File: src/rtl/hex_display_pkg.sv
// Shared types and constants for the two-digit hex display scanner:
// scan states and the active-high seven-segment glyph table (bit0=a .. bit6=g).
package hex_display_pkg;

    typedef enum logic [1:0] {
        BLANK_TO_LO = 2'd0,
        SHOW_LO     = 2'd1,
        BLANK_TO_HI = 2'd2,
        SHOW_HI     = 2'd3
    } scanState_t;

    localparam logic [6:0] GLYPHS [16] = '{
        7'h3F, 7'h06, 7'h5B, 7'h4F, 7'h66, 7'h6D, 7'h7D, 7'h07,
        7'h7F, 7'h6F, 7'h77, 7'h7C, 7'h39, 7'h5E, 7'h79, 7'h71
    };

endpackage

File: src/rtl/hex_to_seg7.sv
// Purely combinational nibble-to-glyph decoder for an active-high seven-segment digit.
module hex_to_seg7
    import hex_display_pkg::*;
(
    input  logic [3:0] i_nibble,
    output logic [6:0] o_seg
);

    assign o_seg = GLYPHS[i_nibble];

endmodule

File: src/rtl/hex_display_scan.sv
// Two-digit multiplexed hex display scanner with blanking gaps between digits
// and a shadow register so a new value only appears at a frame boundary.
module hex_display_scan
    import hex_display_pkg::*;
#(
    parameter int REFRESH_DIV = 1024,
    parameter int BLANK_CYC   = 4,
    parameter int LZB         = 1
) (
    input  logic       clock,
    input  logic       reset_n,
    input  logic [7:0] value,
    input  logic       load,
    output logic [6:0] seg,
    output logic       digit_sel
);

    localparam int CW = (REFRESH_DIV > 1) ? $clog2(REFRESH_DIV) : 1;
    localparam logic [CW-1:0] SHOW_LAST  = CW'(REFRESH_DIV - 1);
    localparam logic [CW-1:0] BLANK_LAST = CW'(BLANK_CYC - 1);

    scanState_t    r_state;
    logic [CW-1:0] r_cnt;
    logic [7:0]    r_disp;
    logic [7:0]    r_shadow;
    logic          r_pending;
    logic [6:0]    r_seg;
    logic          r_digitSel;

    scanState_t    w_nextState;
    logic [CW-1:0] w_last;
    logic          w_stepDone;
    logic          w_frameStart;
    logic [7:0]    w_nextDisp;
    logic [3:0]    w_nibble;
    logic [6:0]    w_glyph;
    logic [6:0]    w_nextSeg;

    // Outputs are computed for the state being entered, so seg/digit_sel come
    // straight from flops and line up exactly with the state they belong to.
    always_comb begin
        w_last       = (r_state == SHOW_LO || r_state == SHOW_HI) ? SHOW_LAST : BLANK_LAST;
        w_stepDone   = (r_cnt == w_last);
        w_nextState  = r_state;
        if (w_stepDone) begin
            case (r_state)
                BLANK_TO_LO: w_nextState = SHOW_LO;
                SHOW_LO:     w_nextState = BLANK_TO_HI;
                BLANK_TO_HI: w_nextState = SHOW_HI;
                default:     w_nextState = BLANK_TO_LO;
            endcase
        end
        w_frameStart = w_stepDone && (r_state == BLANK_TO_LO);
        w_nextDisp   = r_disp;
        if (w_frameStart) begin
            if (load) begin
                w_nextDisp = value;
            end else if (r_pending) begin
                w_nextDisp = r_shadow;
            end
        end
        w_nibble = (w_nextState == SHOW_HI) ? w_nextDisp[7:4] : w_nextDisp[3:0];
        case (w_nextState)
            SHOW_LO: w_nextSeg = w_glyph;
            SHOW_HI: w_nextSeg = ((LZB != 0) && (w_nextDisp[7:4] == 4'd0)) ? 7'd0 : w_glyph;
            default: w_nextSeg = 7'd0;
        endcase
    end

    hex_to_seg7 u_decoder (
        .i_nibble (w_nibble),
        .o_seg    (w_glyph)
    );

    always_ff @(posedge clock or negedge reset_n) begin
        if (!reset_n) begin
            r_state    <= BLANK_TO_LO;
            r_cnt      <= '0;
            r_disp     <= 8'd0;
            r_shadow   <= 8'd0;
            r_pending  <= 1'b0;
            r_seg      <= 7'd0;
            r_digitSel <= 1'b0;
        end else begin
            r_state    <= w_nextState;
            r_cnt      <= w_stepDone ? '0 : r_cnt + 1'b1;
            r_disp     <= w_nextDisp;
            r_seg      <= w_nextSeg;
            r_digitSel <= (w_nextState == BLANK_TO_HI) || (w_nextState == SHOW_HI);
            if (load) begin
                r_shadow <= value;
            end
            // A load on the frame edge goes straight to disp, so nothing is left pending.
            if (w_frameStart) begin
                r_pending <= 1'b0;
            end else if (load) begin
                r_pending <= 1'b1;
            end
        end
    end

    assign seg       = r_seg;
    assign digit_sel = r_digitSel;

endmodule

File: config.mk
export PLATFORM = sky130hd
export DESIGN_NAME = hex_display_scan
export DESIGN_NICKNAME = d
export VERILOG_FILES = /design/src/rtl/hex_display_pkg.sv /design/src/rtl/hex_to_seg7.sv /design/src/rtl/hex_display_scan.sv
export SDC_FILE = /design/constraint.sdc
export NUM_CORES = 1
export LEC_CHECK = 0
export CORE_ASPECT_RATIO = 1.2
export CORE_MARGIN = 2
export CORE_UTILIZATION = 57
export CTS_CLUSTER_SIZE = 28
export DETAILED_ROUTE_END_ITERATION = 8
export PLACE_DENSITY = 0.86
export SYNTH_ARGS = -nofsm -noshare
export SYNTH_HDL_FRONTEND = slang
export SYNTH_HIERARCHICAL = 1
export SYNTH_SLANG_ARGS = --single-unit
File: constraint.sdc
create_clock -name clock -period 4.2 [get_ports clock]
set_input_delay 1.26 -clock clock [delete_from_list [all_inputs] [get_ports clock]]
set_output_delay 1.26 -clock clock [all_outputs]
set_load 0.05 [all_outputs]
Yosys cells after proc, flatten, opt, wreduce, memory -nomap -nowiden
Memory sizes are Yosys's and may differ from the RTL's. Cells that the tools add are included. Widths: inputs -> output; s select.

Output and inout bits: 8. Register bits: 37. Input bits: 11. ROM bits: 112. Memories kept: 1. Bits in latches: 0. RAM bits: 0. Word-level logic and storage cells: 38.

Memories: (name not given) (depth 16, width 7, read ports 1, clocked after memory_dff 0, write ports 0, RTL line hex_to_seg7.sv:9) `assign o_seg = GLYPHS[i_nibble];`.

Add/sub/neg operators: 1. Reductions and logical operators: 6. Equal/unequal tests: 7. $lt $le $gt $ge: 1. Shift operators: 0. Multiply operators: 0. Div/mod/pow operators: 0. Bitwise operators: 1. Multiplexer cells: 14.

Operators with widths (count): $mux 8 (3); $mux 7 (3); $mux 10 (2); $pmux 7 s2 (1); $add 10x1->10 const B (1); $eq 10x10->1 (1); $eq 2x2->1 const B (4); $pmux 2 s3 (1); $ge 5x5->1 const B (1); $not 4->5 (1); $eq 2x1->1 const B (2); $logic_not 4->1 (1); $mux 4 (1); $logic_not 2->1 (1); $logic_or 1x1->1 (2); $mux 1 (2); $mux 2 (1); $reduce_bool 2->1 (1); $logic_and 1x1->1 (1).

Depth between registers and ports, before layout
Depth after elaboration: 13. Depth in mapped cells: 15. Mapped depth without buffers: 14.

Hierarchy
Netlist, hierarchy kept.

By module, submodules not included: hex_display_scan (instances 1, cells each 153, area an instance 1736.7 um2); hex_to_seg7 (instances 1, cells each 33, area an instance 282.8 um2).

Worst setup path after synthesis
No wires, ideal clock.

Path kind: in2reg. Start: input port load. End: register r_seg[3], in the netlist seg[3]. Cell stages on the path: 11. Arrival time: 3.464 ns. Setup time: 0.132 ns. Setup slack: 0.603 ns. Required time: 4.068 ns. Path through: buf_6 -> clkbuf_1 -> mux2_2 -> mux2_2 -> mux2_2 -> inv_1 -> ha_1 -> inv_1 -> mux4_2 -> nand2_1 -> nor2_1.

Cells in the longest elaborated chain, start to end: 9. Elaborated cells on any way between the ends: 10. Those cells by class: 7 x mux; 1 x bitwise; 1 x reduce/logical; 1 x memory.

RTL lines: start: declaration (RTL line hex_display_scan.sv:13) `input logic load,`; $mux 8 (*) (RTL line hex_display_scan.sv:56) `if (load) begin`; $mux 8 (*) (RTL line hex_display_scan.sv:55) `if (w_frameStart) begin`; named net w_nextDisp[1] (RTL line hex_display_scan.sv:34) `logic [7:0] w_nextDisp;`; $mux 4 (*) (RTL line hex_display_scan.sv:62) `w_nibble = (w_nextState == SHOW_HI) ? w_nextDisp[7:4] : w_nextDisp[3:0];`; named net w_nibble[1] (RTL line hex_display_scan.sv:35) `logic [3:0] w_nibble;`; $not 4->5 (implied by the code) (*) (RTL line hex_to_seg7.sv:9); $mem_v2 16x7 (*); $mux 7 (implied by the code) (*) (2 in series) (RTL line hex_to_seg7.sv:9); named net w_glyph[3] (RTL line hex_display_scan.sv:36) `logic [6:0] w_glyph;`; $mux 7 (RTL line hex_display_scan.sv:65) `SHOW_HI: w_nextSeg = ((LZB != 0) && (w_nextDisp[7:4] == 4'd0)) ? 7'd0 : w_glyph;`; $pmux 7 s2 (*) (RTL line hex_display_scan.sv:63) `case (w_nextState)`; named net w_nextSeg[3] (RTL line hex_display_scan.sv:37) `logic [6:0] w_nextSeg;`; end signal: assignment (RTL line hex_display_scan.sv:88) `r_seg <= w_nextSeg;`; end: declaration (RTL line hex_display_scan.sv:27) `logic [6:0] r_seg;`.

Mark *: on every way through the listed nets, which the timed path passes. The rest lies on a longest branch. The select of a mux whose other input is x is not followed. A chain may end at the register's enable or synchronous reset.

Worst setup path after layout
Ends and elaborated chain as after synthesis.

==> results.yml <==
hold_path:
  hold_class: "reg2reg"
cts:
  cts_root_buffer: "clkbuf_8"
  cts_sinks: 37
  cts_tree: "built"
  cts_setup_buffers: 0
  cts_buffers: 5
  holdBufCountCts: 0
  h-tree-depth: 2
  clk_pin_slew_ns: 0.07
  cts_buffer_depth: 2
  clock_latency_ns: 0.28
  cts.repair.resized: 0
route:
  wl_per_cell_microns: 16.1
  drt_iter0_drc: 67
  drt_pass1_iterations: 4
  antenna_left: 0
  wl_mm: 4.00
  drc: 0
  num_vias: 1460
  viasPerCell: 5.89
finish:
  layout-drive-gt1-share_pct: 19.9
  diodes: 0
  final_nets: 233
  layout_common_cells: "dfrtp_1 (37), nor2_1 (20), mux2_2 (19)"
  num-fill-cells: 249
  final_common_cell: "dfrtp_1"
  area_growth_pct: 15.1
  stdcell_count: 248
synthesis:
  netlist_area_sq_um: 2020
  ys_seq_area_share_pct: 45.8
  syn_avg_cell_area_sq_um: 10.9
  yosysWarnings: 6
  synth.distinct_cells: 41
  synth_cells: 186
  ys_ff_latch: 37
  synth_nets: 209
floorplanning:
  core_sq_um: 3370
  placementRows: 23
  pin_count: 19
  die_x_microns: 58.3
  die_area_sq_um: 4040
  die_y_microns: 69.2
  start_util_pct: 60.0
global_route:
  grt_pass1_wl_mm: 6.98
  overflow: 0
  antenna_found_initial: 0
  met2_usage_pct: 41.9
  grt_start_max_net_pins: 38
  grtUsageMet3_pct: 3.36
  grt_use_total_pct: 21.9
  grt_pass1_vias: 1656
  globalRouteMet1Util_pct: 21.9
  grt.busiest_layer: "met2"
sta:
  grt_setup_unrepaired: "false"
  fin_setup_tns_ns: 0
  drv_slew: 0
  post-route-min-period_ns: 3.84
  fmax_mhz: 261
  slew_headroom_pct: 64.5
  period_share_pct: 91.4
  hold_viol: 0
  worst_slew_pin_slew_ns: 0.530
  setup_viol: 0
  finalClockSkew_ns: 0.00620
  worst_slack_ns: 0.362
power_and_ir_drop:
  pwr-share-comb_pct: 22.4
  power_frac_clock_pct: 28.9
  p_per_area_nw_per_um2: 348
  intPower_uw: 570
  total_power_uw: 809
  ir_worst_vdd_uv: 272
  switching_share_pct: 29.5
  power.leakage_nw: 1.07
  p_sw_uw: 239
  power_frac_seq_pct: 48.7
placed_design:
  gp_congestion: 0.901
  post-place-ws_ns: 0.0940
  placed_cells: 240
  dpl.hpwl_mm: 3.16
  io_buffers: 18
worst_setup_path:
  crit_required_ns: 4.36
  startpoint_type: "primary input"
  critPathMaxFanout: 5
  criticalPathCategory: "in2reg"
  end_kind: "flop"
  slowest_stage: "clkdlybuf4s50_1"
  cpPeakStageDelay_ns: 0.48
  arrival_ns: 3.99
  worstPathCellList: "clkdlybuf4s50_1 > o211ai_1 > mux2_2 > mux2_2 > inv_1 > ha_1 > inv_1 > mux4_2 > nand2_1 > nor2_1"
outcome:
  status: "finished, final reports clean"
flow_run:
  maxCapViolCount: 0
-- critical path, delay by kind of cell --
family                   cells  cell delay, ns
multiplexers                 3            1.16
buffers and inverters        3            0.70
AND/OR/NAND/NOR              2            0.11
adder cells (fa/ha/maj)      1            0.27
AO/OA/AOI/OAI                1            0.48
-- synth_stat cells --
cell	count	area share [%]
a221oi_4	1	1.3
o21ai_0	9	2.2
o211ai_1	4	1.5
nand4_1	2	0.62
a31oi_1	1	0.31
a22oi_1	2	0.74
a21oi_2	1	0.43
or4_1	3	1.1
ha_1	12	7.4
o21a_1	1	0.37
nand2b_1	1	0.31
o31a_1	1	0.43
xor2_1	5	2.2
o21ba_2	1	0.50
clkbuf_1	3	0.56
mux2i_1	5	2.5
nand2_1	18	3.3
inv_1	10	1.9
nand3_1	4	0.99
or3_1	1	0.31
xnor2_1	2	0.87
o31ai_1	1	0.37
mux2_2	19	11
a32o_1	1	0.50
o32a_2	1	0.56
a21oi_1	2	0.50
buf_6	3	1.7
dfrtp_1	37	46
and3_1	1	0.31
buf_4	1	0.37
or3_4	1	0.56
nand2_2	1	0.31
inv_4	1	0.31
o22ai_2	1	0.62
a32oi_1	1	0.43
nor2_1	20	3.7
nor3_1	1	0.25
mux4_2	1	1.1
a21o_1	2	0.74
nor2b_1	3	0.93
and4_1	1	0.43
-- area by class of cell --
class	count	area (sq um)	share of cell area, %
clock buffers	5	68.8	2.96
clock inverters	3	17.5	0.753
inverters	11	43.8	1.88
multi-input cells	131	997	42.9
flip-flops and latches	37	926	39.8
well taps	37	46.3	1.99
repair buffers	24	225	9.69
-- state kept, by name (all words and copies together), names as in the netlist --
register and count:
r_state 2, r_pending 1, digit_sel 1, r_cnt 10, r_shadow 8, r_disp 8
seg 7
-- metal layers --
| layer | wire length (microns) | vias up |
|---|---|---|
| li1 | - | 689 |
| met2 | 2260 | 31 |
| met3 | 106 | 12 |
| met4 | 91 | 0 |
| met5 | 0 | - |
| met1 | 1540 | 728 |
-- worst paths after layout --
| kind | slack, ns | to | depth (start not counted) | from |
|---|---|---|---|---|
| hold reg to reg | 0.49 | r_cnt[0]$_DFF_PN0_ | 1 | r_cnt[0]$_DFF_PN0_ |
| hold / removal | 0.49 | r_cnt[0]$_DFF_PN0_ | 1 | r_cnt[0]$_DFF_PN0_ |
| setup / recovery | 0.36 | seg[3]$_DFF_PN0_ | 10 | load |
| setup reg to reg | 0.42 | seg[3]$_DFF_PN0_ | 12 | r_state[0]$_DFF_PN0_ |
| min in group asynchronous | 1.39 | r_shadow[4]$_DFFE_PN0P_ | 2 | reset_n |
| max in group asynchronous | 2.50 | r_state[0]$_DFF_PN0_ | 2 | reset_n |
-- through the flow --
stage          hold slack (ns)  utilization, %  area [sq um]
6_report                 0.490            69.0          2320
5_1_grt                  0.517            69.0          2320
4_1_cts                  0.498            69.0          2320
3_5_place_dp             0.488            66.5          2240
3_3_place_gp             0.468            66.5          2240
2_1_floorplan            0.448               -          2020
-- power groups by stage --
| stage | Combinational [mW] | Sequential, mW | Clock [mW] |
|---|---|---|---|
| detailed placement | 0.180 | 0.401 | 0 |
| finish | 0.181 | 0.394 | 0.234 |
| global placement | 0.173 | 0.399 | 0 |
| CTS | 0.181 | 0.394 | 0.239 |
| floorplan | 0.0806 | 0.440 | 0 |
| global route | 0.196 | 0.397 | 0.253 |
-- logic make-up after synthesis --
logic type                 Yosys count  synth area share [%]
and+or+nand+nor                     57                  13.2
DFF                                 37                  45.8
AOI/OAI and AO/OA                   30                  11.5
muxes                               25                  14.2
buffers and inverters               18                  4.77
adders and majority gates           12                  7.43
xor gates and xnor gates             7                  3.04
No activity file was read; power rests on OpenSTA's default activity.
